===== config.mk =====
export PLATFORM = sky130hd
export DESIGN_NAME = vram_arbiter
export DESIGN_NICKNAME = d
export VERILOG_FILES = /design/src/rtl/zed64_vram_pkg.sv /design/src/rtl/vram_arbiter_stats.sv /design/src/rtl/vram_arbiter.sv
export SDC_FILE = /design/constraint.sdc
export NUM_CORES = 1
export LEC_CHECK = 0
export ABC_CLOCK_PERIOD_IN_PS = 1300
export CAP_MARGIN = 20
export CELL_PAD_IN_SITES_DETAIL_PLACEMENT = 0
export CELL_PAD_IN_SITES_GLOBAL_PLACEMENT = 1
export CORE_UTILIZATION = 27
export CTS_CLUSTER_DIAMETER = 30
export DETAILED_ROUTE_END_ITERATION = 8
export PLACE_DENSITY_LB_ADDON = 0.3
export SLEW_MARGIN = 0
export SYNTH_ARGS = -nofsm -noshare
export SYNTH_HDL_FRONTEND = slang
export SYNTH_SLANG_ARGS = --single-unit

===== constraint.sdc =====
create_clock -name pixel_clock -period 1.3 [get_ports pixel_clock]
set_input_delay 0.325 -clock pixel_clock [delete_from_list [all_inputs] [get_ports pixel_clock]]
set_output_delay 0.325 -clock pixel_clock [all_outputs]
set_load 0.005 [all_outputs]

===== src/rtl/zed64_vram_pkg.sv =====
// Shared VRAM definitions for the zed64 video subsystem.
// Holds the bus widths, the memory map bases and the arbiter state encoding.
package zed64_vram_pkg;

    localparam int VRAM_AW = 16;
    localparam int VRAM_DW = 8;

    localparam logic [VRAM_AW-1:0] CHAR_BASE = 16'h8000;
    localparam logic [VRAM_AW-1:0] FONT_BASE = 16'hC000;

    typedef enum logic [1:0] {
        ARB_IDLE   = 2'd0,
        ARB_ISSUED = 2'd1,
        ARB_RDWAIT = 2'd2,
        ARB_ACK    = 2'd3
    } arb_state_t;

    // CPU may take the bus when gating is off, or during any blanking interval.
    function automatic logic cpu_gate_open(input logic blank_only,
                                           input logic hblank,
                                           input logic vblank);
        return (!blank_only) || hblank || vblank;
    endfunction

endpackage


===== src/rtl/vram_arbiter_stats.sv =====
// Saturating counter of CPU stall cycles for the VRAM arbiter.
// Only instantiated when VRAM_ARB_STATS_EN is defined.
module vram_arb_stats (
    input  logic        pixel_clock,
    input  logic        reset,
    input  logic        clr,
    input  logic        stall,
    output logic [15:0] count
);

    // Count stalled cycles, sticking at all-ones; clear has priority over counting.
    always_ff @(posedge pixel_clock) begin
        if (reset) begin
            count <= 16'h0000;
        end else if (clr) begin
            count <= 16'h0000;
        end else if (stall && (count != 16'hFFFF)) begin
            count <= count + 16'd1;
        end else begin
            count <= count;
        end
    end

endmodule


===== src/rtl/vram_arbiter.sv =====
// Single-port VRAM arbiter: video fetch slots always win, the CPU is served in free cycles.
// Optional stall statistics are built when VRAM_ARB_STATS_EN is defined.
module vram_arbiter
    import zed64_vram_pkg::*;
#(
    parameter bit CPU_BLANK_ONLY = 1'b0
) (
    input  logic               pixel_clock,
    input  logic               reset,
    input  logic               hblank,
    input  logic               vblank,
    input  logic               vid_req,
    input  logic [VRAM_AW-1:0] vid_addr,
    output logic [VRAM_DW-1:0] vid_rdata,
    input  logic               cpu_req,
    input  logic               cpu_we,
    input  logic [VRAM_AW-1:0] cpu_addr,
    input  logic [VRAM_DW-1:0] cpu_wdata,
    output logic               cpu_ack,
    output logic [VRAM_DW-1:0] cpu_rdata,
    output logic [VRAM_AW-1:0] vram_addr,
    output logic               vram_we,
    output logic [VRAM_DW-1:0] vram_wdata,
    input  logic [VRAM_DW-1:0] vram_rdata
`ifdef VRAM_ARB_STATS_EN
    ,
    input  logic               stats_clr,
    output logic [15:0]        stall_count
`endif
);

    arb_state_t state_r;
    arb_state_t state_nxt_s;
    logic       issue_s;
    logic       ack_nxt_s;
    logic       wr_r;

    assign vid_rdata = vram_rdata;

    // Next-state and issue decision; ACK is never a new request, only IDLE may issue.
    always_comb begin
        issue_s     = 1'b0;
        ack_nxt_s   = 1'b0;
        state_nxt_s = state_r;
        case (state_r)
            ARB_IDLE: begin
                if (cpu_req && !vid_req && cpu_gate_open(CPU_BLANK_ONLY, hblank, vblank)) begin
                    issue_s     = 1'b1;
                    state_nxt_s = ARB_ISSUED;
                end else begin
                    state_nxt_s = ARB_IDLE;
                end
            end
            ARB_ISSUED: begin
                if (wr_r) begin
                    ack_nxt_s   = 1'b1;
                    state_nxt_s = ARB_ACK;
                end else begin
                    state_nxt_s = ARB_RDWAIT;
                end
            end
            ARB_RDWAIT: begin
                ack_nxt_s   = 1'b1;
                state_nxt_s = ARB_ACK;
            end
            ARB_ACK: begin
                state_nxt_s = ARB_IDLE;
            end
            default: begin
                state_nxt_s = ARB_IDLE;
            end
        endcase
    end

    // FSM state register and latched transaction direction.
    always_ff @(posedge pixel_clock) begin
        if (reset) begin
            state_r <= ARB_IDLE;
            wr_r    <= 1'b0;
        end else begin
            state_r <= state_nxt_s;
            wr_r    <= issue_s ? cpu_we : wr_r;
        end
    end

    // Registered VRAM bus: video owns the address whenever it asks, in any FSM state.
    always_ff @(posedge pixel_clock) begin
        if (reset) begin
            vram_addr  <= '0;
            vram_we    <= 1'b0;
            vram_wdata <= '0;
        end else if (vid_req) begin
            vram_addr  <= vid_addr;
            vram_we    <= 1'b0;
        end else if (issue_s) begin
            vram_addr  <= cpu_addr;
            vram_we    <= cpu_we;
            vram_wdata <= cpu_wdata;
        end else begin
            vram_we    <= 1'b0;
        end
    end

    // Read data is taken in RDWAIT, i.e. one cycle after the CPU address was on the bus,
    // so a video slot that follows the issue cannot corrupt it.
    always_ff @(posedge pixel_clock) begin
        if (reset) begin
            cpu_ack   <= 1'b0;
            cpu_rdata <= '0;
        end else begin
            cpu_ack   <= ack_nxt_s;
            cpu_rdata <= (state_r == ARB_RDWAIT) ? vram_rdata : cpu_rdata;
        end
    end

`ifdef VRAM_ARB_STATS_EN
    logic stall_s;

    assign stall_s = (state_r == ARB_IDLE) && cpu_req && !issue_s;

    vram_arb_stats u_stats (
        .pixel_clock (pixel_clock),
        .reset       (reset),
        .clr         (stats_clr),
        .stall       (stall_s),
        .count       (stall_count)
    );
`endif

endmodule


==> flow_summary.yaml, run 1 <==
status:
  outcome: "completed"
logic_synthesis:
  syn_area_mm2: 0.00194
  ys_types: 20
  syn_nets: 242
  yosys_warnings: 0
  ys_seq_area_share_pct: 38.1
  synth_cells: 183
  avgSynthCellArea_um2: 10.6
  ys_ff_latch: 37
finish:
  final_common_cell: "clkdlybuf4s50_1"
  multi_input_area_mm2: 0.00108
  nFillCells: 679
  drive_gt1_share_pct: 30.5
  n_antenna_cell: 0
  layout.cells.most_common_list: "clkdlybuf4s50_1 (47), dlygate4sd2_1 (36), dfxtp_1 (21)"
  nNetsFinal: 337
  seq_area_um2: 761
  fin_cells: 375
  syn_to_final_growth_pct: 70.1
power_and_ir_drop:
  p_int_uw: 2350
  p_seq_share_pct: 40.4
  vdd_ir_drop_max_mv: 0.423
  power.switching_uw: 764
  leakage_uw: 0.00142
  pwr-share-clk_pct: 33.6
  switching_share_pct: 24.6
  p_comb_share_pct: 25.9
  powerDensity_mw_per_mm2: 942
grt:
  grt.total_usage_pct: 12.9
  grt_start_max_net_pins: 34
  grt_overflow: 0
  antenna_found_initial: 0
  grt_pass1_wl_mm: 7.71
  grt_pass1_vias: 1672
sta:
  tightest_slew_ns: 0.282
  hold_ws_ns: 0.367
  finalCritPeriodShare_pct: 97.2
  finalHoldViolCount: 0
  setup_tns_ns: 0
  max_freq_mhz: 792
  setup_viol_count_final: 0
  period_needed_ns: 1.26
  skew_ns: 0.0110
  timing.final.max_slew_violations: 0
  rsz0062_at_grt: "true"
  slew_headroom_pct: 81.2
clock_tree:
  cts-root-buf: "clkbuf_8"
  clock_latency_ns: 0.29
  cts_tree: "done"
  cts.sinks: 37
  numCtsBuffers: 5
  max-clock-path-buffers: 2
  cts.clk_slew.worst_paths_ns: 0.07
  cts_max_level: 2
  holdBufCountCts: 0
setup_path:
  crit_type: "reg2reg"
  endpoint_kind: "flop"
  crit_required_ns: 1.46
  crit_fanout: 6
  critPathArrivalTime_ns: 1.42
  rrSetupSlack_ns: 0.04
  start_kind: "flop"
detailed_routing:
  drcViolationCount: 0
  routed_wl_mm: 4.87
  ant_nets: 0
  routed-via-count: 1683
  first_iter_violations: 47
  drt_first_pass_iters: 4
  vias_per_cell: 4.49
  routedWlPerCell_um: 13.0
placement:
  io_buffers: 94
  dp_hpwl_mm: 3.28
  gp_congestion: 0.650
  dp.cells: 363
floorplanning:
  pin_count: 97
  die_area_mm2: 0.00754
  die_h_um: 86.8
  dieWidth_um: 86.8
  initial_core_util_pct: 28.3
  num_rows: 30
  core-area_mm2: 0.00687
worst_hold_path:
  worstHoldPathType: "in2reg"
job:
  cap_viol_max_count: 0
-- Yosys cell counts --
library cell	n	area share, %
a2111oi_2	16	12
a211oi_1	16	6.2
a21oi_1	1	0.26
and3b_1	2	0.90
and4bb_1	9	5.8
buf_12	1	1.0
buf_2	10	2.6
buf_4	11	4.2
buf_6	1	0.58
clkbuf_1	3	0.58
dfxtp_1	37	38
ha_1	4	2.6
inv_1	18	3.5
mux2i_1	17	8.8
nand2b_1	18	5.8
nand4bb_1	1	0.58
nor2_1	8	1.5
nor2b_1	2	0.64
nor4bb_1	7	3.6
o31ai_1	1	0.39
-- sequential cells by signal, indices dropped and copies added (netlist names) --
| signal | count |
|---|---|
| vram_addr | 16 |
| cpu_rdata | 8 |
| vram_wdata | 8 |
| state_r | 2 |
| cpu_ack | 1 |
| vram_we | 1 |
| wr_r | 1 |
-- final cells by class --
cell class | instances | share of cell area, %
flip-flops and latches | 37 | 23.0
clock inverters | 1 | 0.908
clock buffers | 7 | 2.61
multi-input cells | 102 | 32.6
repair buffers | 114 | 35.2
inverters | 18 | 2.04
well taps | 96 | 3.63
-- metal layers --
layer | global-route usage [%] | routed length [um] | up-vias
li1 | - | - | 840
met1 | 16.9 | 2200 | 773
met2 | 19.9 | 2240 | 63
met3 | 3.62 | 355 | 7
met4 | 5.45 | 69 | 0
met5 | 0 | 0 | -
-- power by group through the flow --
stage          sequential (uW)  combinational, uW  clock [uW]
6_report                  1260                807        1050
3_5_place_dp              1280                769           0
4_1_cts                   1250                734        1090
2_1_floorplan             1280                339           0
3_3_place_gp              1280                766           0
5_1_grt                   1270                875        1130
-- critical path, cell delays in order (launching register included) --
cell	delay [ns]
dfxtp_2	0.33
inv_2	0.07
ha_4	0.21
buf_4	0.16
nor4bb_2	0.31
a2111oi_2	0.06
-- repair_timing --
item	CTS	global route
resized for setup	89	15
pin swaps	0	4
setup buffers	1	0
setup endpoints to repair	58	33
gates cloned	0	3
-- cell families after synthesis --
group	after synthesis	synth area share (%)
compound gates	34	19.2
fa+ha+maj	4	2.58
buf+inv	44	12.5
flops	37	38.1
mux	17	8.76
simple gates	47	18.9
-- path summary, 6_finish.rpt --
path	from	cells past startpoint	to
max	state_r[1]	5	vram_addr[0]
min	reset	2	state_r[1]
max reg2reg	state_r[1]	5	vram_addr[0]
min reg2reg	vram_wdata[3]	2	vram_wdata[3]
-- through the flow --
| step | worst slack, ns | power [uW] | utilization (%) | area, um2 |
|---|---|---|---|---|
| 2_1_floorplan | 0.0333 | 1620 | - | 1940 |
| 3_3_place_gp | -0.323 | 2040 | 44.2 | 3040 |
| 3_5_place_dp | -0.342 | 2050 | 44.2 | 3040 |
| 4_1_cts | 0.000726 | 3080 | 46.0 | 3160 |
| 5_1_grt | -0.0515 | 3270 | 48.1 | 3310 |
| 6_report | 0.0369 | 3110 | 48.1 | 3310 |
No activity file was read; power rests on OpenSTA's default activity.
==> inputs of run 2 (changes only) <==
--- a/config.mk
+++ b/config.mk
@@ -11,7 +11,9 @@
 export CELL_PAD_IN_SITES_GLOBAL_PLACEMENT = 1
 export CORE_UTILIZATION = 27
 export CTS_CLUSTER_DIAMETER = 30
+export CTS_CLUSTER_SIZE = 10
 export DETAILED_ROUTE_END_ITERATION = 8
+export GPL_ROUTABILITY_DRIVEN = 0
 export PLACE_DENSITY_LB_ADDON = 0.3
 export SLEW_MARGIN = 0
 export SYNTH_ARGS = -nofsm -noshare
==> results of run 2 <==
The final DEF is identical to that of run 1; final timing and power are the same.
